### src/rtl/wifi_tx_pkg.sv
// Shared definitions for the transmit chain: code-rate encodings, default
// generator polynomials and the puncture keep table.
package wifi_tx_pkg;

  typedef enum logic [1:0] {
    RATE_1_2  = 2'd0,
    RATE_2_3  = 2'd1,
    RATE_3_4  = 2'd2,
    RATE_RSVD = 2'd3
  } rate_e;

  localparam logic [6:0] DEFAULT_G0 = 7'o133;
  localparam logic [6:0] DEFAULT_G1 = 7'o171;

  typedef struct packed {
    logic keep_a;
    logic keep_b;
  } keep_t;

  // The reserved encoding behaves exactly like rate 1/2.
  function automatic rate_e norm_rate(input logic [1:0] r);
    case (r)
      2'd1:    return RATE_2_3;
      2'd2:    return RATE_3_4;
      default: return RATE_1_2;
    endcase
  endfunction

  function automatic logic [1:0] period_of(input rate_e r);
    case (r)
      RATE_2_3: return 2'd2;
      RATE_3_4: return 2'd3;
      default:  return 2'd1;
    endcase
  endfunction

  function automatic keep_t keep_of(input rate_e r, input logic [1:0] p);
    keep_t k;
    k.keep_a = 1'b1;
    k.keep_b = 1'b1;
    if (r == RATE_2_3 && p == 2'd1) begin
      k.keep_b = 1'b0;
    end
    if (r == RATE_3_4 && p == 2'd1) begin
      k.keep_b = 1'b0;
    end
    if (r == RATE_3_4 && p == 2'd2) begin
      k.keep_a = 1'b0;
    end
    return k;
  endfunction

endpackage

### src/rtl/conv_encoder_core.sv
// Rate-1/2 convolutional encoder core: a K-1 bit history register and the
// two generator parities over {in_bit, s1..s(K-1)}.
module conv_encoder_core #(
  parameter int             K             = 7,
  parameter logic [K-1:0]   G0            = 7'o133,
  parameter logic [K-1:0]   G1            = 7'o171,
  parameter logic [K-2:0]   INITIAL_STATE = '0
) (
  input  logic clk,
  input  logic rst,
  input  logic in_bit,
  input  logic shift_en,
  output logic out_a,
  output logic out_b
);

  // MSB of state_q is s1 (most recent bit), LSB is the oldest delay, so the
  // tap vector lines up with the generator bit ordering directly.
  logic [K-2:0] state_q;
  logic [K-2:0] state_d;
  logic [K-1:0] taps;

  always_comb begin
    state_d = state_q;
    if (shift_en) begin
      state_d = {in_bit, state_q[K-2:1]};
    end
  end

  always_ff @(posedge clk or posedge rst) begin
    if (rst) begin
      state_q <= INITIAL_STATE;
    end else begin
      state_q <= state_d;
    end
  end

  assign taps  = {in_bit, state_q};
  assign out_a = ^(taps & G0);
  assign out_b = ^(taps & G1);

endmodule

### src/rtl/punct_conv_encoder.sv
// Punctured convolutional encoder: encodes one bit per acceptance, drops bits
// according to the code rate, and serialises the kept bits through a 2-entry buffer.
module punct_conv_encoder
  import wifi_tx_pkg::*;
#(
  parameter int           K             = 7,
  parameter logic [K-1:0] G0            = K'(DEFAULT_G0),
  parameter logic [K-1:0] G1            = K'(DEFAULT_G1),
  parameter logic [K-2:0] INITIAL_STATE = '0
) (
  input  logic       Clock,
  input  logic       Reset,
  input  logic [1:0] Rate,
  input  logic       InValid,
  input  logic       InBit,
  output logic       InReady,
  output logic       OutValid,
  output logic       OutBit,
  input  logic       OutReady
);

  rate_e       rate_q, rate_d;
  logic [1:0]  p_q, p_d;
  logic [1:0]  buf_q, buf_d;
  logic [1:0]  cnt_q, cnt_d;

  logic        enc_a, enc_b;
  logic        pop, in_ready, accept;
  rate_e       eff_rate;
  keep_t       keep;

  conv_encoder_core #(
    .K             (K),
    .G0            (G0),
    .G1            (G1),
    .INITIAL_STATE (INITIAL_STATE)
  ) u_core (
    .clk      (Clock),
    .rst      (Reset),
    .in_bit   (InBit),
    .shift_en (accept),
    .out_a    (enc_a),
    .out_b    (enc_b)
  );

  // A new rate only takes hold at the start of a puncture period.
  always_comb begin
    pop      = (cnt_q != 2'd0) && OutReady;
    in_ready = (cnt_q == 2'd0) || ((cnt_q == 2'd1) && OutReady);
    accept   = InValid && in_ready;
    eff_rate = (p_q == 2'd0) ? norm_rate(Rate) : rate_q;
    keep     = keep_of(eff_rate, p_q);
  end

  always_comb begin
    rate_d = rate_q;
    p_d    = p_q;
    buf_d  = buf_q;
    cnt_d  = cnt_q;
    if (pop) begin
      buf_d = {1'b0, buf_q[1]};
      cnt_d = cnt_q - 2'd1;
    end
    if (accept) begin
      rate_d = eff_rate;
      p_d    = (p_q == period_of(eff_rate) - 2'd1) ? 2'd0 : p_q + 2'd1;
      // Acceptance only happens once the buffer has drained, so fill from slot 0.
      if (keep.keep_a && keep.keep_b) begin
        buf_d = {enc_b, enc_a};
        cnt_d = 2'd2;
      end else begin
        buf_d = {1'b0, keep.keep_a ? enc_a : enc_b};
        cnt_d = 2'd1;
      end
    end
  end

  always_ff @(posedge Clock or posedge Reset) begin
    if (Reset) begin
      rate_q <= RATE_1_2;
      p_q    <= 2'd0;
      buf_q  <= 2'd0;
      cnt_q  <= 2'd0;
    end else begin
      rate_q <= rate_d;
      p_q    <= p_d;
      buf_q  <= buf_d;
      cnt_q  <= cnt_d;
    end
  end

  assign InReady  = in_ready;
  assign OutValid = (cnt_q != 2'd0);
  assign OutBit   = OutValid & buf_q[0];

endmodule
### config.mk
export PLATFORM = sky130hd
export DESIGN_NAME = punct_conv_encoder
export DESIGN_NICKNAME = d
export VERILOG_FILES = /design/src/rtl/wifi_tx_pkg.sv /design/src/rtl/conv_encoder_core.sv /design/src/rtl/punct_conv_encoder.sv
export SDC_FILE = /design/constraint.sdc
export NUM_CORES = 1
export LEC_CHECK = 0
export CAP_MARGIN = 10
export CORE_UTILIZATION = 42
export DETAILED_ROUTE_END_ITERATION = 8
export GPL_TIMING_DRIVEN = 1
export HOLD_SLACK_MARGIN = 0.15
export PLACE_DENSITY = 0.65
export SKIP_LAST_GASP = 1
export SLEW_MARGIN = 20
export SYNTH_ARGS = -nofsm -noshare
export SYNTH_HDL_FRONTEND = slang
export SYNTH_SLANG_ARGS = --single-unit
export TNS_END_PERCENT = 30
### constraint.sdc
create_clock -name Clock -period 1.7 [get_ports Clock]
set_input_delay 0.51 -clock Clock [delete_from_list [all_inputs] [get_ports Clock]]
set_output_delay 0.51 -clock Clock [all_outputs]
set_load 0.01 [all_outputs]
After elaboration in Yosys (flattened, before gate mapping)
Index checks and enable logic that the tools add are counted.
W data, S select, Z words.
- output and inout port bits: 3
- register bits after elaboration: 14
- bits of input ports: 7
- word-level logic and storage cells: 46
- reduce and logical (&&, ||, !) cells: 14
- muxes and demuxes: 15
- eq/ne operators: 8
- bitwise logic cells: 1
- add/sub/neg operators: 3
- operators with widths (cell ; count):
    $mux W2 ; 9
    $reduce_xor A7 Y1 ; 2
    $eq A2 B1 Y1 const B ; 4
    $pmux W2 S2 ; 2
    $logic_and A1 B1 Y1 ; 7
    $eq A2 B2 Y1 const B ; 3
    $logic_not A2 Y1 ; 2
    $mux W1 ; 4
    $reduce_bool A2 Y1 ; 2
    $sub A2 B1 Y2 const B ; 2
    $add A2 B1 Y2 const B ; 1
    $eq A2 B2 Y1 ; 1
    $and A1 B1 Y1 ; 1
    $logic_or A1 B1 Y1 ; 1

Depth between registers and ports, before layout
Gate-level depths: netlist (run 1).
- depth in word-level cells: 10
- mapped depth: 7
- depth with buffers taken out: 7

Hierarchy
A second synthesis (run 1) with hierarchy kept.
- cells, all modules: 86
- area total of the unflattened synthesis: 907.1 um^2
- modules (own cells, without submodules) (module ; cells each ; sequential area each (um^2) ; area an instance (um^2) ; instances):
    punct_conv_encoder ; 66 ; 200.2 ; 608.1 ; 1
    conv_encoder_core ; 20 ; 150.1 ; 299.0 ; 1

Worst setup path after synthesis (run 1)
No wires, ideal clock.
- path type: register -> register
- start point: register p_q[0]
- end point: register buf_q[0]
- clock period less this slack: 1.625 ns
- library setup time: 0.129 ns
- buffers on the path: 0
- required time: 1.571 ns
- path slack: 0.075 ns
- data arrival time: 1.495 ns
- cell stages (with the launch flop): 8
- path through: dfrtp_1 inv_1 ha_1 and3b_4 o21ai_2 mux2i_1 xor2_1 o21ai_1
- longest elaborated chain between the ends: 9
- elaborated cells between the ends (all ways): 16
- classes of those cells: eq/ne (4); mux (7); reduce/logical (5)
- RTL lines (element ; line ; source):
    start, declared ; punct_conv_encoder.sv:23 ; logic [1:0] p_q, p_d;
    start signal, assigned ; punct_conv_encoder.sv:86 ; p_q <= p_d;
    $logic_not A2 Y1 ; punct_conv_encoder.sv:51 ; eff_rate = (p_q == 2'd0) ? norm_rate(Rate) : rate_q;
    $mux W2 ; punct_conv_encoder.sv:51 ;
    $eq A2 B1 Y1 ; wifi_tx_pkg.sv:41 ; if (r == RATE_2_3 && p == 2'd1) begin
    $logic_and A1 B1 Y1 ; wifi_tx_pkg.sv:41 ;
    $mux W1 ; wifi_tx_pkg.sv:41 ;
    $mux W1 ; wifi_tx_pkg.sv:44 ; if (r == RATE_3_4 && p == 2'd1) begin
    $logic_and A1 B1 Y1 ; punct_conv_encoder.sv:68 ; if (keep.keep_a && keep.keep_b) begin
    $mux W2 * ; punct_conv_encoder.sv:68 ;
    $mux W2 * ; punct_conv_encoder.sv:64 ; if (accept) begin
    end signal, assigned ; punct_conv_encoder.sv:87 ; buf_q <= buf_d;
    end, declared ; punct_conv_encoder.sv:24 ; logic [1:0] buf_q, buf_d;
Mark *: on every way between the ends. The rest lies on a longest branch, timed or not.
A chain may end at the register's enable or synchronous reset.

Final worst setup path (run 1)
- start point: register cnt_q[0]
- end point: output port InReady
- longest elaborated chain between the ends: 3
- elaborated cells between the ends (all ways): 4
- classes of those cells: eq/ne (1); reduce/logical (3)
- RTL lines (element ; line ; source):
    start, declared ; punct_conv_encoder.sv:25 ; logic [1:0] cnt_q, cnt_d;
    start signal, assigned ; punct_conv_encoder.sv:88 ; cnt_q <= cnt_d;
    $eq A2 B1 Y1 ; punct_conv_encoder.sv:49 ; in_ready = (cnt_q == 2'd0) || ((cnt_q == 2'd1) && OutReady);
    $logic_and A1 B1 Y1 ; punct_conv_encoder.sv:49 ;
    $logic_or A1 B1 Y1 * ; punct_conv_encoder.sv:49 ;
    end, declared ; punct_conv_encoder.sv:16 ; output logic InReady,
Marks and branches as above.

==> flow_summary.toml, run 1 <==
[status]
status = "complete, but fails checks"
violations = "negative setup slack"

[sta]
setup_viol = 1
clock_skew_ns = 0.000758
relSlewSlack = 0.819
maxSlewViolCount = 0
fin_setup_tns_ns = -0.00178
rsz0062_at_grt = "yes"
fin_ws_ns = -0.00178
whs_ns = 0.482
post-route-period-util = 1.00
finalCriticalPeriod_ns = 1.70
tightest_slew_ns = 0.270
fmax_mhz = 588
hold_viol = 0

[placement]
place_area_mm2 = 0.00113
dpl.hpwl_um = 1340
gp_congestion = 0.777
io_buffers = 9

[setup_path]
end_kind = "output port"
cp.required_ns = 1.19
worstSetupPathType = "register to output port"
r2r_start = "cnt_q[0]$_DFFE_PP0P_"
reg2reg_depth = 8
cp-start-kind = "register"
r2r-end = "cnt_q[1]$_DFFE_PP0P_"
crit_fanout = 6
critPathArrivalTime_ns = 1.19
r2r_setup_slack_ns = 0.05

[floorplan]
die_w_um = 47.1
dieArea_mm2 = 0.00222
rows = 15
start_util = 0.469
design.portCount = 10
coreArea_mm2 = 0.00182
fp.dieH_um = 47.1

[pwr]
power_mw = 1.90
p_per_area_mw_per_mm2 = 1640
ir_drop_v = 0.000760
cellLeakagePower_nw = 0.577

[logic_synthesis]
synth_xor_xnor_area_share = 0.0805
synthSimpleGateAreaFrac = 0.202
ys.flop_type = "dfrtp_1"
muxShareOfSynthArea = 0.0498
synth_top_family_by_area = "simple AND/OR/NAND/NOR gates"
synth-seq-cells = 14
synthArstFlopShare = 1.00
syn_area_per_cell_um2 = 9.00
ys_warn_count = 0
synth_compound_gate_area_share = 0.143
synth_cell_type_count = 31
postSynthCellCount = 95
syn_nets = 107
synth-adder-area-share = 0.0732
yosysSeqAreaShare = 0.410
synth_edf_count = 0
syn-cell-area_um2 = 855

[global_routing]
antenna_found_initial = 0
grt_usage = 0.176
grt_pass1_wl_um = 2740
grt_pass1_vias = 703
grt_start_max_net_pins = 15
grt_remaining_overflow = 0

[routing]
dr_total_vias = 751
drc = 0
antenna_left = 0
drt-pass1-iter-count = 3
viasPerCell = 4.94
totalWireLength_um = 1770
wire_per_inst_um = 11.6
drtIter0Drc = 6

[final_layout]
layout-drive-gt1-share = 0.291
diodes = 0
fin_nets = 141
area_growth_pct = 35.7
ff_latch_area_um2 = 350
nFillCells = 162
multi_input_area_um2 = 494
final_area_mm2 = 0.00116

[worst_hold_path]
hold_end = "u_core.state_q[2]$_DFFE_PP0P_"
min_path_cells = 2
hold_path_class = "register to register"
holdCritStartpoint = "u_core.state_q[2]$_DFFE_PP0P_"

[clock_tree]
htreeDepth = 1
cts_buffer_depth = 2
hold_buffers = 0
worstSkewPairLatency_ns = 0.27
cts-buffers-inserted = 3
clk_pin_slew_ns = 0.08
cts_tree = "yes"
cts.sinks = 14
cts_root_buffer = "clkbuf_4"

[run]
cap_violations = 0
critical path, stage by stage (launching register included):
cell,delay (ns)
dfrtp_1,0.39
inv_2,0.06
ha_4,0.17
a21o_1,0.16
buf_2,0.14
worst max-delay path by stage:
stage                               from  depth (start not counted)                    to  slack (ns)
floorplan             p_q[0]$_DFFE_PP0P_                          7  buf_q[0]$_DFFE_PP0P_        0.08
global placement                OutReady                          3               InReady       -0.44
detailed placement              OutReady                          3               InReady       -0.48
CTS                 cnt_q[0]$_DFFE_PP0P_                          4              OutValid       -0.03
global route        cnt_q[0]$_DFFE_PP0P_                          4               InReady       -0.07
finish              cnt_q[0]$_DFFE_PP0P_                          4               InReady      -0.002
what timing repair did:
item | 4_1_cts | 5_1_grt
endpoints found under the hold margin | 0 | 0
pin swaps | 2 | 2
resized for setup | 15 | 4
setup endpoints to repair | 6 | 7
buffers inserted | 0 | 0
kinds of logic (layout without fill, tap and decap cells):
group,Yosys count,after routing
flip-flops,14,14
multiplexers,4,4
adder cells (fa/ha/maj),5,5
XOR/XNOR,7,7
buffers and inverters,9,41
AO/OA/AOI/OAI,20,20
AND/OR/NAND/NOR,36,36
where the power goes:
group          total [mW]  switching (mW)  internal [mW]
Sequential          0.582           0.103          0.479
Clock               0.183           0.101         0.0818
Combinational        1.14           0.543          0.593
layout by cell type, fill, tap and decap left out, types with 2 or more instances in the layout:
master and count:
a31oi_1 2, buf_2 2, buf_4 21, clkbuf_4 3, clkdlybuf4s50_1 5, dfrtp_1 14, ha_1 2, ha_2 2
inv_1 6, inv_2 2, mux2i_1 2, nand2_1 24, nand3_1 2, nor2_1 2, o21ai_0 5, o21ai_1 6
xnor2_1 3, xor2_1 3
through the flow:
step / util / instances / setup slack, ns
finish: 0.637 / 152 / -0.00178
global placement: 0.620 / 149 / -0.443
CTS: 0.634 / 152 / -0.0279
detailed placement: 0.620 / 149 / -0.480
global route: 0.637 / 152 / -0.0659
floorplan: - / 95 / 0.0754
state kept, by name, summed over array words and instances, names as in the netlist:
register	flops
buf_q	2
cnt_q	2
p_q	2
rate_q	2
u_core.state_q	6
routing by layer:
metal | part of all wire | wire (um) | GRT usage | vias to the layer above
met1 | 0.48 | 855 | 0.220 | 355
li1 | - | - | - | 387
met3 | 0.023 | 40 | 0.0269 | 2
met4 | 0.0034 | 6 | 0.0629 | 0
met5 | 0 | 0 | 0 | -
met2 | 0.49 | 867 | 0.306 | 7
cells in the mapped netlist (2+ instances only):
| cell | instances | area share |
|---|---|---|
| ha_1 | 5 | 0.073 |
| o21ai_1 | 6 | 0.035 |
| xnor2_1 | 3 | 0.031 |
| nand3_1 | 2 | 0.012 |
| nand2_1 | 24 | 0.11 |
| mux2i_1 | 2 | 0.023 |
| a31oi_1 | 2 | 0.015 |
| inv_1 | 8 | 0.035 |
| dfrtp_1 | 14 | 0.41 |
| nor2_1 | 2 | 0.0088 |
| o21ai_0 | 5 | 0.029 |
| xor2_1 | 3 | 0.031 |
cell type report:
class,instances,area share
clock buffers,3,0.0194
inverters,8,0.0259
multi-input cells,72,0.426
flip-flops and latches,14,0.302
well taps,25,0.0270
repair buffers,30,0.200
(Power assumes the default switching activity.)
==> run 2, diff against run 1 <==
PLACE_DENSITY = not set   (was 0.65)
REMOVE_ABC_BUFFERS = 1   (was not set)
clock period = 2.2 ns   (was 1.7 ns; I/O delays follow)
==> run 2 against run 1 <==
Effect of this change: the run still ends with negative setup slack left; combinational power is 36% lower; sequential power is 21% lower; clock power is 3% higher; routed wire length is 10% lower; utilization is 5.8 points lower; die area stayed put; hold slack worse by 0.0022 ns; critical path depth stayed put; count of clock-buffer cells in the layout is 1 higher; register-to-register slack better by 0.34 ns; largest cell class unchanged; largest power group unchanged.
==> flow_summary.toml, run 2 (synthesis results as in run 1) <==
[placement]
io_buffers = 9
place_inst = 133
dpl.hpwl_um = 1220
gp_congestion = 0.731

[setup_path]
max_stage_delay_ns = 0.52
crit_fanout = 6
worstSetupPathType = "register to output port"
cp.required_ns = 1.54
critPathArrivalTime_ns = 1.57
cp_common_cell = "inv_1"
cp_slowest_cell = "clkdlybuf4s50_1"
end_kind = "output port"
cp_cell_sequence = "inv_1 -> ha_1 -> inv_1 -> clkdlybuf4s50_1"
cp-start-kind = "register"

[global_routing]
grt_usage = 0.175
grt_pass1_vias = 603
grt_start_max_net_pins = 15
grt_remaining_overflow = 0
grt_pass1_wl_um = 2680
antenna_found_initial = 0

[final_layout]
instances_no_fill = 138
top_register = "u_core.state_q"
fin_nets = 126
layout-drive-gt1-share = 0.142
diodes = 0
largest_reg_flops = 6
layout_commonest_cell = "nand2_1"
area_growth_pct = 23.4
final_cell_mix = "nand2_1 (24), dfrtp_1 (13), inv_1 (8)"

[clock_tree]
cts_tree = "yes"
cts_buffer_depth = 2
cts_root_buffer = "clkbuf_4"
clk_pin_slew_ns = 0.09
hold_buffers = 0
worstSkewPairLatency_ns = 0.28
htreeDepth = 1
cts.sinks = 14
cts-buffers-inserted = 3

[sta]
relSlewSlack = 0.639
fin_ws_ns = -0.0288
setup_viol = 1
clock_skew_ns = 0.000980
rsz0062_at_grt = "yes"
tightest_slew_ns = 0.541
hold_viol = 0
finalCriticalPeriod_ns = 2.23
maxSlewViolCount = 0
post-route-period-util = 1.01
fmax_mhz = 449
whs_ns = 0.479

[floorplan]
die_w_um = 47.1
start_util = 0.469
rows = 15
fp.dieH_um = 47.1
dieArea_mm2 = 0.00222
coreArea_mm2 = 0.00182
design.portCount = 10

[pwr]
p_sw_mw = 0.543
clock_power_share = 0.137
p_per_area_mw_per_mm2 = 1300
power.internal_mw = 0.831
ir_drop_v = 0.000588
pwr-share-comb = 0.528
cellLeakagePower_nw = 0.527
seqPwrFrac = 0.334
swShare = 0.395

[routing]
antenna_left = 0
dr_total_vias = 674
totalWireLength_um = 1590
viasPerCell = 4.88
wire_per_inst_um = 11.5
drt-pass1-iter-count = 4
drc = 0
drtIter0Drc = 8

[worst_hold_path]
hold_path_class = "register to register"

[run]
cap_violations = 0

[status]
status = "complete, but fails checks"
violations = "negative setup slack"
==> run 2: layout make-up <==
| type | count | area (um2) |
|---|---|---|
| Fill cell | 184 | 766 |
| Multi-Input combinational cell | 72 | 469 |
| Clock buffer | 4 | 36.3 |
| Inverter | 8 | 30.0 |
| Timing Repair Buffer | 15 | 136 |
| Tap cell | 25 | 31.3 |
| Sequential cell | 14 | 352 |
==> run 2: final timing paths <==
path	start	end	depth (start not counted)	slack, ns
worst max-delay path	cnt_q[0]$_DFFE_PP0P_	OutValid	4	-0.03
worst min-delay path	u_core.state_q[2]$_DFFE_PP0P_	u_core.state_q[1]$_DFFE_PP0P_	2	0.48
worst max register to register	p_q[0]$_DFFE_PP0P_	buf_q[1]$_DFFE_PP0P_	6	0.39
worst min register to register	u_core.state_q[2]$_DFFE_PP0P_	u_core.state_q[1]$_DFFE_PP0P_	2	0.48
max in group asynchronous	Reset	cnt_q[0]$_DFFE_PP0P_	2	1.10
min in group asynchronous	Reset	p_q[0]$_DFFE_PP0P_	2	0.71
==> run 2: timing repair <==
action                     in CTS  in global routing
setup buffers                   0                  1
setup endpoints to repair       3                  3
gates resized for setup         1                  2
pin swaps                       0                  0
==> run 2: metrics by stage <==
| stage | TNS, ns | total power [mW] | util | worst slack (ns) | instance area (um2) |
|---|---|---|---|---|---|
| floorplan | 0 | 0.966 | - | 0.476 | 850 |
| global placement | -0.248 | 1.18 | 0.554 | -0.248 | 1010 |
| detailed placement | -0.249 | 1.19 | 0.554 | -0.249 | 1010 |
| CTS | -0.297 | 1.38 | 0.573 | -0.182 | 1040 |
| global route | -0.124 | 1.50 | 0.579 | -0.0998 | 1050 |
| finish | -0.0288 | 1.37 | 0.579 | -0.0288 | 1050 |
==> run 2: routing by layer <==
metal	wire length [um]	vias up	GRT usage
li1	-	362	-
met1	751	303	0.246
met2	790	7	0.264
met3	31	2	0.0346
met4	13	0	0.0686
met5	0	-	0
==> run 2: worst max-delay path, delay by kind of cell (launching register included) <==
kind	cells	cell delay, ns
buffers and inverters	3	0.64
adder cells (fa/ha/maj)	1	0.25
flip-flops	1	0.39
==> run 2: power by group through the flow <==
| stage | Clock (mW) | Sequential (mW) | Combinational [mW] |
|---|---|---|---|
| global route | 0.204 | 0.473 | 0.825 |
| CTS | 0.196 | 0.461 | 0.723 |
| finish | 0.188 | 0.460 | 0.726 |
| floorplan | 0 | 0.443 | 0.522 |
| global placement | 0 | 0.461 | 0.717 |
| detailed placement | 0 | 0.466 | 0.726 |
